File: config.mk
export PLATFORM = sky130hd
export DESIGN_NAME = l2_request_arbiter_flat
export DESIGN_NICKNAME = d
export VERILOG_FILES = /design/src/rtl/l2_request_arbiter_if.sv /design/src/rtl/l2_request_arbiter.sv /design/src/flat_wrapper.sv
export SDC_FILE = /design/constraint.sdc
export NUM_CORES = 1
export LEC_CHECK = 0
export CORE_MARGIN = 2
export CORE_UTILIZATION = 36
export DETAILED_ROUTE_END_ITERATION = 7
export PLACE_DENSITY_LB_ADDON = 0.12
export SYNTH_ARGS = -nofsm -noshare
export SYNTH_HDL_FRONTEND = slang
export SYNTH_SLANG_ARGS = --single-unit
File: constraint.sdc
create_clock -name clock -period 11 [get_ports clock]
set_input_delay 2.2 -clock clock [delete_from_list [all_inputs] [get_ports clock]]
set_output_delay 2.2 -clock clock [all_outputs]
set_load 0.02 [all_outputs]
File: src/rtl/l2_request_arbiter_if.sv
// rtl/l2_request_arbiter_if.sv - L1 cache / write-back / L2 port signal bundle for the request arbiter
interface l2_request_arbiter_if #(
  parameter int N = 32
);
  logic         ic_req_valid;
  logic [N-1:0] ic_req_addr;
  logic         ic_done;
  logic         dc_req_valid;
  logic         dc_req_rfo;
  logic [N-1:0] dc_req_addr;
  logic         dc_done;
  logic         wb_valid;
  logic [N-1:0] wb_addr;
  logic         wb_ready;
  logic         l2_req_valid;
  logic         l2_req_ready;
  logic [1:0]   l2_req_cmd;
  logic [N-1:0] l2_req_addr;
  logic         l2_resp_valid;
  logic [31:0]  rd_grant_count;
  logic [31:0]  wb_drain_count;
  logic [31:0]  hazard_stall_count;

  modport master (
    input  ic_req_valid, ic_req_addr, dc_req_valid, dc_req_rfo, dc_req_addr,
    input  wb_valid, wb_addr, l2_req_ready, l2_resp_valid,
    output ic_done, dc_done, wb_ready, l2_req_valid, l2_req_cmd, l2_req_addr,
    output rd_grant_count, wb_drain_count, hazard_stall_count
  );

  modport slave (
    output ic_req_valid, ic_req_addr, dc_req_valid, dc_req_rfo, dc_req_addr,
    output wb_valid, wb_addr, l2_req_ready, l2_resp_valid,
    input  ic_done, dc_done, wb_ready, l2_req_valid, l2_req_cmd, l2_req_addr,
    input  rd_grant_count, wb_drain_count, hazard_stall_count
  );
endinterface

File: src/rtl/l2_request_arbiter.sv
// rtl/l2_request_arbiter.sv - shares the L2 port between I-cache reads, D-cache reads and a write-back FIFO
module l2_request_arbiter #(
  parameter int N             = 32,
  parameter int CacheLineSize = 64,
  parameter int WB_DEPTH      = 4
) (
  input logic clock,
  input logic reset,
  l2_request_arbiter_if.master bus
);
  localparam int OFFSET = $clog2(CacheLineSize);
  localparam int LW     = N - OFFSET;
  localparam int PW     = $clog2(WB_DEPTH);
  localparam logic [1:0] CMD_READ  = 2'd0;
  localparam logic [1:0] CMD_RFO   = 2'd1;
  localparam logic [1:0] CMD_WRITE = 2'd2;

  typedef enum logic [1:0] {IDLE, ISSUE, WAIT_RESP} state_t;

  state_t        state;
  logic [LW-1:0] wb_line [WB_DEPTH];
  logic [PW-1:0] head, tail;
  logic [PW:0]   count;
  logic          last_ic;
  logic          owner_dc;
  logic          req_valid_q;
  logic [1:0]    cmd_q;
  logic [LW-1:0] line_q;
  logic [31:0]   rd_cnt, wb_cnt, hz_cnt;

  logic          wb_full, wb_empty, enq, deq;
  logic          cand, pick_dc, buf_hit, enq_hit;
  logic [LW-1:0] cand_line, enq_line;
  logic          take_wb, take_rd, hazard, resp_fire;
  logic          unused_low;

  assign wb_full   = (count == (PW+1)'(WB_DEPTH));
  assign wb_empty  = (count == '0);
  assign enq       = bus.wb_valid && !wb_full;
  assign deq       = (state == ISSUE) && bus.l2_req_ready && (cmd_q == CMD_WRITE);
  assign enq_line  = bus.wb_addr[N-1:OFFSET];
  assign unused_low = ^{bus.wb_addr[OFFSET-1:0], bus.ic_req_addr[OFFSET-1:0],
                        bus.dc_req_addr[OFFSET-1:0]};

  // last_ic set means the D-cache wins the next tie
  assign cand      = bus.ic_req_valid || bus.dc_req_valid;
  assign pick_dc   = bus.dc_req_valid && (!bus.ic_req_valid || last_ic);
  assign cand_line = pick_dc ? bus.dc_req_addr[N-1:OFFSET] : bus.ic_req_addr[N-1:OFFSET];
  assign enq_hit   = enq && (enq_line == cand_line);

  always_comb begin
    buf_hit = 1'b0;
    for (int i = 0; i < WB_DEPTH; i++) begin
      if (((PW+1)'(i) < count) && (wb_line[head + PW'(i)] == cand_line)) buf_hit = 1'b1;
    end
  end

  always_comb begin
    take_wb = 1'b0;
    take_rd = 1'b0;
    hazard  = 1'b0;
    if (state == IDLE) begin
      if (wb_full) begin
        take_wb = 1'b1;
      end else if (cand && (buf_hit || enq_hit)) begin
        hazard  = 1'b1;
        take_wb = buf_hit;
      end else if (cand) begin
        take_rd = 1'b1;
      end else if (!wb_empty) begin
        take_wb = 1'b1;
      end
    end
  end

  always_ff @(posedge clock) begin
    if (reset) begin
      state       <= IDLE;
      head        <= '0;
      tail        <= '0;
      count       <= '0;
      last_ic     <= 1'b1;
      owner_dc    <= 1'b0;
      req_valid_q <= 1'b0;
      cmd_q       <= CMD_READ;
      line_q      <= '0;
      rd_cnt      <= '0;
      wb_cnt      <= '0;
      hz_cnt      <= '0;
    end else begin
      if (enq) begin
        wb_line[tail] <= enq_line;
        tail          <= tail + 1'b1;
      end
      if (deq) head <= head + 1'b1;
      if (enq && !deq)      count <= count + 1'b1;
      else if (!enq && deq) count <= count - 1'b1;

      if (hazard) hz_cnt <= hz_cnt + 32'd1;

      case (state)
        IDLE: begin
          if (take_wb) begin
            cmd_q       <= CMD_WRITE;
            line_q      <= wb_line[head];
            req_valid_q <= 1'b1;
            state       <= ISSUE;
          end else if (take_rd) begin
            cmd_q       <= (pick_dc && bus.dc_req_rfo) ? CMD_RFO : CMD_READ;
            line_q      <= cand_line;
            owner_dc    <= pick_dc;
            last_ic     <= !pick_dc;
            rd_cnt      <= rd_cnt + 32'd1;
            req_valid_q <= 1'b1;
            state       <= ISSUE;
          end
        end
        ISSUE: begin
          if (bus.l2_req_ready) begin
            req_valid_q <= 1'b0;
            if (cmd_q == CMD_WRITE) begin
              wb_cnt <= wb_cnt + 32'd1;
              state  <= IDLE;
            end else begin
              state  <= WAIT_RESP;
            end
          end
        end
        WAIT_RESP: begin
          if (bus.l2_resp_valid) state <= IDLE;
        end
        default: state <= IDLE;
      endcase
    end
  end

  // A reset landing on the response cycle must not leak a done pulse
  assign resp_fire = (state == WAIT_RESP) && bus.l2_resp_valid && !reset;

  assign bus.ic_done            = resp_fire && !owner_dc;
  assign bus.dc_done            = resp_fire && owner_dc;
  assign bus.wb_ready           = !wb_full;
  assign bus.l2_req_valid       = req_valid_q;
  assign bus.l2_req_cmd         = cmd_q;
  assign bus.l2_req_addr        = {line_q, {OFFSET{1'b0}}};
  assign bus.rd_grant_count     = rd_cnt;
  assign bus.wb_drain_count     = wb_cnt;
  assign bus.hazard_stall_count = hz_cnt;
endmodule

File: src/flat_wrapper.sv
// flat-port wrapper written by rule: the top's interface ports become plain ports
module l2_request_arbiter_flat 
#(
  parameter int N             = 32,
  parameter int CacheLineSize = 64,
  parameter int WB_DEPTH      = 4
)
  (clock, reset, bus_ic_req_valid, bus_ic_req_addr, bus_dc_req_valid, bus_dc_req_rfo, bus_dc_req_addr, bus_wb_valid, bus_wb_addr, bus_l2_req_ready, bus_l2_resp_valid, bus_ic_done, bus_dc_done, bus_wb_ready, bus_l2_req_valid, bus_l2_req_cmd, bus_l2_req_addr, bus_rd_grant_count, bus_wb_drain_count, bus_hazard_stall_count);
  l2_request_arbiter_if #(.N(N)) bus_i ();
  input logic clock;
  input logic reset;
  input wire logic [$bits(bus_i.ic_req_valid)-1:0] bus_ic_req_valid;
  input wire logic [$bits(bus_i.ic_req_addr)-1:0] bus_ic_req_addr;
  input wire logic [$bits(bus_i.dc_req_valid)-1:0] bus_dc_req_valid;
  input wire logic [$bits(bus_i.dc_req_rfo)-1:0] bus_dc_req_rfo;
  input wire logic [$bits(bus_i.dc_req_addr)-1:0] bus_dc_req_addr;
  input wire logic [$bits(bus_i.wb_valid)-1:0] bus_wb_valid;
  input wire logic [$bits(bus_i.wb_addr)-1:0] bus_wb_addr;
  input wire logic [$bits(bus_i.l2_req_ready)-1:0] bus_l2_req_ready;
  input wire logic [$bits(bus_i.l2_resp_valid)-1:0] bus_l2_resp_valid;
  output wire logic [$bits(bus_i.ic_done)-1:0] bus_ic_done;
  output wire logic [$bits(bus_i.dc_done)-1:0] bus_dc_done;
  output wire logic [$bits(bus_i.wb_ready)-1:0] bus_wb_ready;
  output wire logic [$bits(bus_i.l2_req_valid)-1:0] bus_l2_req_valid;
  output wire logic [$bits(bus_i.l2_req_cmd)-1:0] bus_l2_req_cmd;
  output wire logic [$bits(bus_i.l2_req_addr)-1:0] bus_l2_req_addr;
  output wire logic [$bits(bus_i.rd_grant_count)-1:0] bus_rd_grant_count;
  output wire logic [$bits(bus_i.wb_drain_count)-1:0] bus_wb_drain_count;
  output wire logic [$bits(bus_i.hazard_stall_count)-1:0] bus_hazard_stall_count;
  assign bus_i.ic_req_valid = bus_ic_req_valid;
  assign bus_i.ic_req_addr = bus_ic_req_addr;
  assign bus_i.dc_req_valid = bus_dc_req_valid;
  assign bus_i.dc_req_rfo = bus_dc_req_rfo;
  assign bus_i.dc_req_addr = bus_dc_req_addr;
  assign bus_i.wb_valid = bus_wb_valid;
  assign bus_i.wb_addr = bus_wb_addr;
  assign bus_i.l2_req_ready = bus_l2_req_ready;
  assign bus_i.l2_resp_valid = bus_l2_resp_valid;
  assign bus_ic_done = bus_i.ic_done;
  assign bus_dc_done = bus_i.dc_done;
  assign bus_wb_ready = bus_i.wb_ready;
  assign bus_l2_req_valid = bus_i.l2_req_valid;
  assign bus_l2_req_cmd = bus_i.l2_req_cmd;
  assign bus_l2_req_addr = bus_i.l2_req_addr;
  assign bus_rd_grant_count = bus_i.rd_grant_count;
  assign bus_wb_drain_count = bus_i.wb_drain_count;
  assign bus_hazard_stall_count = bus_i.hazard_stall_count;
  l2_request_arbiter #(.N(N), .CacheLineSize(CacheLineSize), .WB_DEPTH(WB_DEPTH)) u_core (.clock(clock), .reset(reset), .bus(bus_i));
endmodule
## After elaboration in Yosys (flattened, before gate mapping)

Memory sizes are Yosys's and may differ from the RTL's. A register that Yosys moved wholly into a read port is not among the register bits.
Cells that the tools add are included.

- Eq/ne operators: 12
- Add/subtract/negate cells: 9
- Muxes and demuxes: 39
- Reductions and logical operators: 37
- Bitwise operators: 1
- Magnitude comparators: 4

Operators with widths:

| cell | count |
|---|---|
| $eq A26 B26 Y1 | 5 |
| $add A32 B1 Y32 const B | 3 |
| $mux W26 | 3 |
| $mux W1 | 23 |
| $mux W2 | 9 |
| $logic_and A1 B1 Y1 | 17 |
| $reduce_and A3 Y1 | 4 |
| $logic_not A1 Y1 | 7 |
| $lt A1 B3 Y1 const A | 2 |
| $lt A2 B3 Y1 const A | 2 |
| $mux W3 | 2 |
| $pmux W2 S3 | 1 |
| $reduce_bool A2 Y1 | 3 |
| $add A2 B1 Y2 const B | 2 |
| $add A2 B2 Y2 const B | 2 |
| $eq A2 B2 Y1 const B | 2 |
| $ne A2 B2 Y1 const B | 2 |
| $add A3 B1 Y3 const B | 1 |
| $eq A3 B3 Y1 const B | 1 |
| $logic_not A3 Y1 | 1 |
| $logic_or A1 B1 Y1 | 3 |
| $ne A3 B1 Y1 const B | 1 |
| $sub A3 B1 Y3 const B | 1 |
| $eq A2 B1 Y1 const B | 1 |
| 4 further kinds | 4 |

- Output and inout bits: 134
- Register bits: 136
- Memories: 1
- RAM bits: 104
- Input port bits: 104

Memories:

| memory | depth | bits a word | rd ports | clocked after Yosys merged registers in | wr ports | line | text |
|---|---|---|---|---|---|---|---|
| u_core.wb_line | 4 | 26 | 4 | 1 | 1 | l2_request_arbiter.sv:21 | `logic [LW-1:0] wb_line [WB_DEPTH];` |

## Depth between registers and ports, before layout

- Depth in word-level cells: 18
- Gate-level depth with buffers: 17
- Gate-level depth less buffers: 11

## Worst setup path after synthesis

No wires, ideal clock.

- Path kind: input to register
- Start point: input bus_ic_req_valid
- End point: register u_core.hz_cnt[29], in the netlist u_core.bus.hazard_stall_count[29]
- Setup time: 0.071 ns
- Stages: 13
- Required time: 10.929 ns
- Buffers on the path: 3
- Setup slack: 5.971 ns
- Arrival: 4.958 ns
- Cells stage by stage: nor2b_1 -> buf_2 -> buf_6 -> o21ai_1 -> a21oi_1 -> nor4_1 -> nand4_1 -> or4_1 -> nand4_2 -> o211ai_4 -> buf_6 -> or4_1 -> a21oi_1

- Cells in the longest elaborated chain, start to end: 15
- Elaborated cells on any way between the ends: 24

RTL lines:

| element | line | text |
|---|---|---|
| from (decl) | flat_wrapper.sv:12 | `input wire logic [$bits(bus_i.ic_req_valid)-1:0] bus_ic_req_valid;` |
| $logic_not A1 Y1 | l2_request_arbiter.sv:47 | `assign pick_dc = bus.dc_req_valid && (!bus.ic_req_valid \|\| last_ic);` |
| $logic_or A1 B1 Y1 | l2_request_arbiter.sv:47 |  |
| $logic_and A1 B1 Y1 | l2_request_arbiter.sv:47 |  |
| $mux W26 | l2_request_arbiter.sv:48 | `assign cand_line = pick_dc ? bus.dc_req_addr[N-1:OFFSET] : bus.ic_req_addr[N-1:OFFSET];` |
| $eq A26 B26 Y1 | l2_request_arbiter.sv:54 | `if (((PW+1)'(i) < count) && (wb_line[head + PW'(i)] == cand_line)) buf_hit = 1'b1;` |
| $logic_and A1 B1 Y1 | l2_request_arbiter.sv:54 |  |
| $mux W1 (4 in series) | l2_request_arbiter.sv:54 |  |
| $logic_or A1 B1 Y1 | l2_request_arbiter.sv:65 | `end else if (cand && (buf_hit \|\| enq_hit)) begin` |
| $logic_and A1 B1 Y1 * | l2_request_arbiter.sv:65 |  |
| $mux W1 * | l2_request_arbiter.sv:65 |  |
| $mux W1 * | l2_request_arbiter.sv:63 | `if (wb_full) begin` |
| $mux W1 * | l2_request_arbiter.sv:62 | `if (state == IDLE) begin` |
| to (signal assigned) | l2_request_arbiter.sv:99 | `if (hazard) hz_cnt <= hz_cnt + 32'd1;` |
| to (decl) | l2_request_arbiter.sv:29 | `logic [31:0] rd_cnt, wb_cnt, hz_cnt;` |

Mark *: on every way between the ends. The rest lies on a longest branch, timed or not.
A chain may end at the register's enable or synchronous reset.

## Worst setup path in the final report

- Start point: input bus_ic_req_valid
- End point: register u_core.line_q[6]

- Cells in the longest elaborated chain, start to end: 17
- Elaborated cells on any way between the ends: 33

RTL lines:

| element | line | text |
|---|---|---|
| $logic_not A1 Y1 | l2_request_arbiter.sv:47 |  |
| $logic_or A1 B1 Y1 | l2_request_arbiter.sv:47 |  |
| $logic_and A1 B1 Y1 | l2_request_arbiter.sv:47 |  |
| $mux W26 | l2_request_arbiter.sv:48 |  |
| $eq A26 B26 Y1 | l2_request_arbiter.sv:54 |  |
| $logic_and A1 B1 Y1 | l2_request_arbiter.sv:54 |  |
| $mux W1 (4 in series) | l2_request_arbiter.sv:54 |  |
| $logic_or A1 B1 Y1 | l2_request_arbiter.sv:65 |  |
| $logic_and A1 B1 Y1 | l2_request_arbiter.sv:65 |  |
| $mux W1 | l2_request_arbiter.sv:65 |  |
| $mux W1 | l2_request_arbiter.sv:63 |  |
| $mux W1 | l2_request_arbiter.sv:62 |  |
| $reduce_bool A2 Y1 (no source line) | - |  |
| $reduce_and A2 Y1 (no source line) | - |  |
| to (signal assigned) | l2_request_arbiter.sv:105 | `line_q <= wb_line[head];` |
| to (signal assigned) | l2_request_arbiter.sv:110 | `line_q <= cand_line;` |
| to (decl) | l2_request_arbiter.sv:28 | `logic [LW-1:0] line_q;` |

Parallel ways exist; a longest one is shown, timed or not. The select of a mux whose other input is x is not followed.

==> run_results.csv <==
group,metric,value,unit
placed_design,dp_hpwl,34100,um
final_layout,mostFrequentLayoutCell,"clkdlybuf4s50_1",
worst_setup_path,critPathCaptureType,"flip-flop",
flow_run,maxCapViolations,0,
die,die_h,208,um
clock_tree,clock_path_buffers,3,
clock_tree,clock-root-buffer,"clkbuf_16",
detailed_routing,drt_iter0_markers,1113,
power_and_ir_drop,cellPowerDensity,132,mW/mm2
power_and_ir_drop,p_int,1.73,mW
clock_tree,cts-resized-gates,0,
yosys,synth-seq-cells,242,
yosys,synth.distinct_cells,61,
final_layout,mostFrequentLayoutCells,"211 x clkdlybuf4s50_1, 164 x a21oi_1, 134 x dfxtp_1, 129 x and3_1, 104 x edfxtp_1",
outcome,status,"finished, final reports clean",
yosys,synth_enable_flop_cells,104,
yosys,synth_top_cell_area_share,20.8,%
yosys,synth_area_leaders,"edfxtp_1 21%, dfxtp_1 18%, mux4_2 9.2%",
hold_path,min-delay-start,"u_core.owner_dc",
clock_tree,cts-buffers-inserted,30,
power_and_ir_drop,clock_power_share,40.0,%
clock_tree,h-tree-depth,1,
grt,globalRouteMet2Util,35.5,%
die,dieArea,0.0433,mm2
hold_path,min_path_cells,2,
clock_tree,cts_tree,"yes",
timing,fmax,132,MHz
worst_setup_path,startpoint_type,"input pin",
detailed_routing,routedWlPerCell,22.0,um
grt,grt_pass1_wl,74400,um
worst_setup_path,r2r_slack,5.15,ns
power_and_ir_drop,netSwitchingPower,0.689,mW
yosys,synth_warnings,0,
detailed_routing,post-route-drc-count,0,
timing,finalWorstSetupSlack,3.41,ns
yosys,ys_seq_area_share,39.2,%
placed_design,io_buffer_count,213,
worst_setup_path,regToRegStartpoint,"u_core.last_ic",
worst_setup_path,r2r_cells,11,
final_layout,drive_gt1_share,11.0,%
final_layout,final_cell_area,0.0183,mm2
worst_setup_path,worstPathMaxFanout,27,
timing,worstMarginPinSlew,1.09,ns
detailed_routing,dr_total_vias,13000,
clock_tree,postCtsSetupRepairBufs,0,
timing,finalSetupViolCount,0,
worst_setup_path,cpPeakStageDelay,0.81,ns
clock_tree,clkSinkCount,242,
timing,period_minus_slack,7.59,ns
yosys,synth.avg_cell_area,9.84,um2
grt,grt_pass1_vias,12100,
final_layout,finalNonFillerCells,2236,
detailed_routing,postRouteAntennaNets,0,
final_layout,nNetsFinal,1796,
clock_tree,path_clk_slew,0.06,ns
worst_setup_path,cp.arrival,8.00,ns
grt,grt_max_degree,77,
worst_setup_path,r2r_end,"u_core.line_q[6]",
detailed_routing,drt_wl_total,49200,um
placed_design,gp_congestion,0.842,
power_and_ir_drop,seqPwrFrac,41.7,%
detailed_routing,dr.pass1.iters,5,
timing,maxSlewViolCount,0,
power_and_ir_drop,pwr-share-comb,18.3,%
grt,antenna_found_initial,0,
timing,relSlewSlack,27.3,%
grt,overflow,0,
power_and_ir_drop,switching_share,28.5,%
hold_path,hold-path-endpoint,"u_core.owner_dc",
timing,fin_skew,0.0170,ns
timing,period_share,69.0,%
hold_path,hp-class,"flip-flop to flip-flop",
grt,use_met3,4.51,%
placed_design,placedInstanceArea,0.0173,mm2
clock_tree,cts_hold_buffers,0,
clock_tree,clk_latency,0.58,ns
timing,hold_viol_final,0,
grt,gr-usage-met1,30.1,%
detailed_routing,via_per_inst,5.81,
timing,fin_tns_setup,0,ns
yosys,synthArstFlopShare,0,%
yosys,syn-cell-area,0.0150,mm2
die,die_w,208,um
final_layout,diodes,0,
worst_setup_path,crit_slowest_cell,"nand2b_2",
worst_setup_path,crit_chain,"clkdlybuf4s50_1 > nand2b_2 > buf_4 > nand3_1 > and3_1 > nor4_1 > nand4_1 > nor4_4 > nand2b_2 > or2_2 > a2bb2oi_1 > a21oi_1",
yosys,synth-main-ff-cell,"dfxtp_1",
die,rows,74,
power_and_ir_drop,ir_drop,0.0000883,V
placed_design,numPlacedInstances,2180,
grt,busiest_layer,"met2",
worst_setup_path,cp_common_cell,"nand2b_2",
power_and_ir_drop,leakage,6.32,nW
final_layout,areaGrowthSynthToFinish,22.0,%
worst_setup_path,worst_ep_required_time,11.42,ns
die,start_util,36.6,%
yosys,netlist_instances,1524,
die,core_area,0.0410,mm2
die,ios,238,
yosys,yosys.area.top_type,"edfxtp_1",
placed_design,pre_cts_ws,3.03,ns
timing,rsz0062_at_grt,"no",
worst_setup_path,critPathKind,"input pin to flip-flop",
grt,grtUsageTotal,22.2,%
==> metal layers <==
layer | part of all wire, % | routed length (um)
met5 | 0 | 0
met3 | 7.5 | 3700
met2 | 45 | 22300
met1 | 44 | 21700
met4 | 3.0 | 1470
==> cell usage after synthesis, types with 9 or more instances <==
| library cell | instances |
|---|---|
| a21oi_1 | 164 |
| dfxtp_1 | 138 |
| and3_1 | 129 |
| edfxtp_1 | 104 |
| nor2_1 | 94 |
| mux2i_1 | 78 |
| nand2_1 | 71 |
| mux4_2 | 61 |
| nor4_1 | 53 |
| nand3_1 | 52 |
| clkbuf_1 | 46 |
| mux2_2 | 42 |
| o21ai_0 | 42 |
| nand4_1 | 33 |
| xnor2_1 | 33 |
| xor2_1 | 32 |
| buf_2 | 29 |
| or4_1 | 29 |
| or3_1 | 27 |
| nor2b_1 | 20 |
| and2_1 | 19 |
| inv_1 | 19 |
| o21ai_1 | 18 |
| nor3_1 | 17 |
| o31ai_1 | 17 |
| buf_4 | 16 |
| o2bb2ai_1 | 16 |
| buf_6 | 14 |
| ha_1 | 12 |
| o22ai_1 | 10 |
| or3b_1 | 9 |
==> worst max-delay path by stage <==
stage,slack [ns],end,cells after the start,start
finish,3.41,u_core.line_q[6],12,bus_ic_req_valid
global route,3.33,u_core.line_q[6],12,bus_ic_req_valid
CTS,3.63,u_core.line_q[6],12,bus_ic_req_valid
detailed placement,3.03,u_core.line_q[6],11,bus_ic_req_valid
global placement,3.03,u_core.line_q[6],11,bus_ic_req_valid
floorplan,5.97,u_core.bus.hazard_stall_count[29],13,bus_ic_req_valid
==> worst max-delay path, delay by kind of cell <==
kind / cells / cell delay (ns)
compound gates: 2 / 0.63
simple gates: 8 / 4.29
buf+inv: 2 / 0.86
==> power groups by stage <==
stage               Clock, mW  Combinational [mW]  Sequential [mW]
floorplan                   0               0.239             1.04
global placement            0               0.436             1.02
detailed placement          0               0.438             1.03
CTS                     0.988               0.441             1.01
global route             1.03               0.475             1.01
finish                  0.968               0.443             1.01
==> sequential cells by signal, indices dropped and copies added, names as in the netlist, 2 cells and up, named ones only <==
signal / count
u_core.bus.hazard_stall_count: 32
u_core.line_q: 26
u_core.wb_line: 104
u_core.state: 2
u_core.bus.rd_grant_count: 32
u_core.tail: 2
u_core.head: 2
u_core.bus.wb_drain_count: 32
u_core.count: 3
u_core.bus.l2_req_cmd: 2
==> final cells by class <==
cell class                      count  area (um2)
Inverter                           22        82.6
Sequential cell                   242        5890
Clock inverter                      4        20.0
Clock buffer                       52         950
Timing Repair Buffer              228        2240
Tap cell                          532         666
Multi-Input combinational cell   1156        8460
Fill cell                        3940       22700
==> logic make-up after synthesis <==
kind of cell    Yosys count  share of synthesized area [%]
simple gates            578                           21.6
fa+ha+maj                12                           1.00
compound gates          314                           12.3
flops                   242                           39.2
xor+xnor                 65                           3.79
buf+inv                 131                           4.62
mux                     181                           17.5
other cells               1                         0.0250
==> through the flow <==
| step | utilization (%) | power, mW | hold WS, ns |
|---|---|---|---|
| after floorplan | - | 1.28 | 0.450 |
| after global placement | 42.3 | 1.46 | 0.460 |
| after detailed placement | 42.3 | 1.46 | 0.469 |
| after CTS | 44.6 | 2.44 | 0.478 |
| after global routing | 44.6 | 2.52 | 0.520 |
| final | 44.6 | 2.42 | 0.478 |
(Power assumes the default switching activity.)
==> edit 1, RTL diff (same settings) <==
`CacheLineSize` is set to 64 in 2 places; all go to 128.
--- a/src/rtl/l2_request_arbiter.sv
+++ b/src/rtl/l2_request_arbiter.sv
@@ -2,5 +2,5 @@
 module l2_request_arbiter #(
   parameter int N             = 32,
-  parameter int CacheLineSize = 64,
+  parameter int CacheLineSize = 128,
   parameter int WB_DEPTH      = 4
 ) (
--- a/src/flat_wrapper.sv
+++ b/src/flat_wrapper.sv
@@ -3,5 +3,5 @@
 #(
   parameter int N             = 32,
-  parameter int CacheLineSize = 64,
+  parameter int CacheLineSize = 128,
   parameter int WB_DEPTH      = 4
 )
Function: changed (a bounded check fails within 4 cycles, from zero or initial values and one cycle with reset high).
==> edit 1 against the original RTL <==
Register-to-register slack worse by 0.34 ns. Area after synthesis fell by 2.8%. Count of clock-buffer cells in the layout fell by 10. Routed wire length up 0.37%. Fmax is 0.39% higher. Sequential cell count fell by 5. Sequential share of layout area rose by 0.16 points. Largest power group unchanged. Setup slack improved by 0.029 ns. Highest routed layer is now met5. Cell area down 2.8%. Power shrank 3.3%. Cell count shrank 3.6%.
==> edit 1: results (changes against the original RTL) <==
* Status: finished, final reports clean
* Reg area at 5760 um^2 (-2.3%)
* DRT iter0 DRCs at 1032 (-7.3%)
* Clk_skew at 0.0137 ns (-0.00327 ns)
* Clk cell area share at 0.0511 (-0.00184)
* First-pass GRT wire length at 73.0 mm (-1.9%)
* M3 GR Usage at 0.0505 (+0.00539)
* IO buf count at 209 (-1.9%)
* Synth unique cells at 75 (+23%)
* Vias in the first global route at 11.7k (-2.9%)
* Area fraction in compound gates after synthesis at 0.129 (+0.00632)
* # clock sinks at 237 (-2.1%)
* Post-synth EDFFs at 100 (-3.8%)
* Critical path peak fanout at 38 (+41%)
* Layout net count at 1723 (-4.1%)
* Final Util at 0.447 (about the same)
* Final Non-Filler Cells at 2156 (-3.6%)
* Worst path max stage delay at 0.96 ns (+0.15 ns)
* Global routing usage on met2 at 0.368 (+0.0137)
* Routed wl met2 at 22.6 mm (+1.3%)
* GR Util met1 at 0.307 (+0.00659)
* Sequential Power Share at 0.424 (+0.007)
* Internal at 1.65 mW (-4.3%)
* Post-Synth Adder-Cell Area at 0.0103 (+0.000285)
* Crit path arrival time at 8.06 ns (+0.06 ns)
* Placed cells at 2100 (-3.7%)
* # fillers at 3842 (-2.5%)
* DR WL met3 at 4.04 mm (+9.0%)
* Core area at 39800 um^2 (-2.9%)
* Main area contributors after synthesis: edfxtp_1 (21%), dfxtp_1 (19%), mux4_2 (12%)
* Pre-CTS WS at 3.02 ns (-0.00854 ns)
* Vias per cell at 5.86 (+0.73%)
* Multi-In Gates at 1092 (-5.5%)
* VDD IR-drop max at 0.109 mV (+24%)
* Synth Instances at 1443 (-5.3%)
* Multi-input combinational area share at 0.461 (-0.000885)
* DRT Wirelength at 49.4 mm (+0.37%)
* Share of cells above drive strength 1 at 0.113 (+0.00307)
* XOR/XNOR Fraction of Synth Area at 0.0444 (+0.00648)
* Non-clk buf share at 0.122 (-0.000398)
* WL met1 at 21.0 mm (-3.3%)
* Logic inverters at 26 (+18%)
* Final-layout clock buffer total at 42 (-19%)
* List of most frequent post-synthesis cells: a21oi_1 (147), dfxtp_1 (137), and3_1 (109)
* Seq/Total Area, Yosys at 0.394 (+0.00156)
* Antenna violations before repair at 1 (+1)
* Post-DP Area at 16900 um^2 (-2.6%)
* GRT Total Usage at 0.230 (+0.00823)
* Leakage at 5.87 nW (-7.1%)
* Slowest CP cell: and2_1
## edit 1: changes by cell type after synthesis, sizes merged, moves of 9 or more
cell / change
nand2: -12
nor2b: -9
mux4: +17
or4: -11
mux2i: -38
and3: -20
a21oi: -17
clkbuf: -17
or3b: -11
and2: +11
nor3: +9
mux2: -19
nand3: +10
o31ai: -9
## edit 1: path summary, 6_finish.rpt
check,start,to,slack (ns),depth (start not counted)
max,bus_ic_req_valid,u_core.line_q[10]$_SDFFE_PP0P_,3.44,12
min reg2reg,u_core.bus.l2_req_cmd[0]$_SDFFE_PP0P_,u_core.bus.l2_req_cmd[0]$_SDFFE_PP0P_,0.47,2
min,u_core.bus.l2_req_cmd[0]$_SDFFE_PP0P_,u_core.bus.l2_req_cmd[0]$_SDFFE_PP0P_,0.47,2
max reg2reg,u_core.head[1]$_SDFFE_PP0P_,u_core.line_q[10]$_SDFFE_PP0P_,4.81,10
==> edit 2, RTL diff (config.mk and constraints unchanged) <==
Made on the original files. Encoding of `state_t`: now one-hot (3 bits for 3 states).
--- a/src/rtl/l2_request_arbiter.sv
+++ b/src/rtl/l2_request_arbiter.sv
@@ -16,5 +16,5 @@
   localparam logic [1:0] CMD_WRITE = 2'd2;
 
-  typedef enum logic [1:0] {IDLE, ISSUE, WAIT_RESP} state_t;
+  typedef enum logic [2:0] {IDLE = 3'b001, ISSUE = 3'b010, WAIT_RESP = 3'b100} state_t;
 
   state_t        state;
Check against the original RTL: same outputs for any inputs over 4 cycles, from zero or initial values and one cycle with reset high; so few cycles prove little.
==> edit 2 against the original RTL <==
Global-route usage grew 0.11 points. Cell area grew 1.4%. Area after synthesis grew 0.79%. Setup slack gained 0.44 ns. Die area grew 0.78%. Routed wire length grew 0.86%. Critical path depth is the same. Power grew 5.6%. Non-clock buffer count shrank 1. Sequential cell count grew 1.
==> edit 2: results (changes against the original RTL) <==
* Status: finished, final reports clean
* Critical path peak fanout at 33 (+22%)
* Main area contributors after synthesis: edfxtp_1 (21%), dfxtp_1 (18%), mux4_2 (9.7%)
* Vias in the first global route at 12.4k (+2.6%)
* # fillers at 4005 (+1.6%)
* Largest net degree at the start of global routing at 67 (-13%)
* Crit path to: u_core.bus.rd_grant_count[23]$_SDFFE_PP0P_
* Leakage at 6.16 nW (-2.5%)
* Vias per cell at 5.79 (-0.43%)
* DRT Wirelength at 49.6 mm (+0.86%)
* Hold Crit Endpoint: u_core.bus.l2_req_valid$_SDFFE_PP0P_
* Clk_skew at 0.0266 ns (+0.00968 ns)
* Slew Viols, Final at 0 (unchanged)
* R2R depth at 12 (+1)
* Placed cells at 2239 (+2.7%)
* Synth unique cells at 76 (+25%)
* List of most frequent post-synthesis cells: dfxtp_1 (139), nor2_1 (115), a21oi_1 (108)
* IO buf count at 213 (unchanged)
* DRT iter0 DRCs at 1286 (+16%)
* R2R Setup Slk at 5.19 ns (+0.04 ns)
* Slowest CP cell: a2111oi_4
* Worst path max stage delay at 0.88 ns (+0.07 ns)
* DP Wirelength at 35.6 mm (+4.5%)
* Crit path arrival time at 7.62 ns (-0.38 ns)
* Normalized max-slew margin at 0.299 (+0.0261)
* First-pass GRT wire length at 75.3 mm (+1.2%)
* Routed length per instance at 21.6 um (-1.7%)
* Share of cells above drive strength 1 at 0.111 (+0.00143)
* Num CTS Buffers at 30 (unchanged)
* Layout net count at 1848 (+2.9%)
* Hold Path Depth at 2 (unchanged)
* # Post-CTS Setup Buffers at 0 (unchanged)
* Pre-CTS WS at 3.32 ns (+0.291 ns)
* Antenna violations before repair at 1 (+1)
* Post-synth EDFFs at 104 (unchanged)
* VDD IR-drop max at 0.145 mV (+65%)
* Worst r2r src: u_core.head[1]$_SDFFE_PP0P_
* Final GP Congestion at 0.901 (+7.0%)
* Tmin final at 7.15 ns (-0.437 ns)
* Synth Instances at 1564 (+2.6%)
* Seq/Total Area, Yosys at 0.391 (-0.00176)
* Switching Fraction at 0.300 (+0.0152)
* Length of the first detailed-routing pass in iterations at 6 (+1)
* GRT Total Usage at 0.223 (+0.00115)
* Hold Startpoint: u_core.bus.l2_req_valid$_SDFFE_PP0P_
* Fin Hold WS at 0.456 ns (-0.0223 ns)
* CTS Root Cell: clkbuf_16
* Clk slew on worst S/H paths at 0.06 ns (about the same)
* R2r endpoint: u_core.line_q[22]$_SDFFE_PP0P_
edit 2: changes by cell type in the layout (fill, tap and decap cells not counted), sizes merged, moves of 22 or more:
cell,unedited run,this run
a21oi,164,108
o22ai,10,33
nand3,52,102
o21ai,60,115
and3,129,84
nand2,71,93
edit 2: cells by family after synthesis:
| kind of cell | after synthesis | synth area share |
|---|---|---|
| mux | 165 | 0.167 |
| flops | 243 | 0.391 |
| other cells | 1 | 0.000248 |
| simple gates | 607 | 0.213 |
| buf+inv | 127 | 0.0400 |
| xor+xnor | 80 | 0.0463 |
| fa+ha+maj | 12 | 0.00993 |
| compound gates | 329 | 0.133 |
edit 2: layout make-up:
cell class                 count  share of cell area
antenna                        1            0.000135
clock buffer                  48              0.0504
clock inverter                 6             0.00222
inverter                      31             0.00627
multi-input combinational   1199               0.466
sequential                   243               0.319
tap                          539              0.0363
timing repair buffer         227               0.120
edit 2: worst max-delay path, delay by kind of cell:
kind	cells	cell delay [ns]
and+or+nand+nor	8	3.31
buffers and inverters	2	0.94
AOI/OAI and AO/OA	1	0.88
muxes	1	0.26
edit 2: power by group through the flow:
stage	Combinational (mW)	Clock [mW]	Sequential [mW]
final	0.547	0.969	1.04
after global routing	0.594	1.03	1.04
after CTS	0.544	0.995	1.04
after detailed placement	0.542	0	1.06
after global placement	0.538	0	1.05
after floorplan	0.286	0	1.08
edit 2: through the flow:
step / cell area [um^2] / power, mW
final: 18600 / 2.55
after CTS: 18600 / 2.58
after global routing: 18600 / 2.67
after floorplan: 15100 / 1.37
after global placement: 17600 / 1.59
after detailed placement: 17600 / 1.60
edit 2: routing by layer:
layer	part of all wire	wire length (um)	track usage
met2	0.45	22100	0.344
met4	0.025	1270	0.0584
met1	0.44	22000	0.311
met3	0.086	4240	0.0570
met5	0	0	0
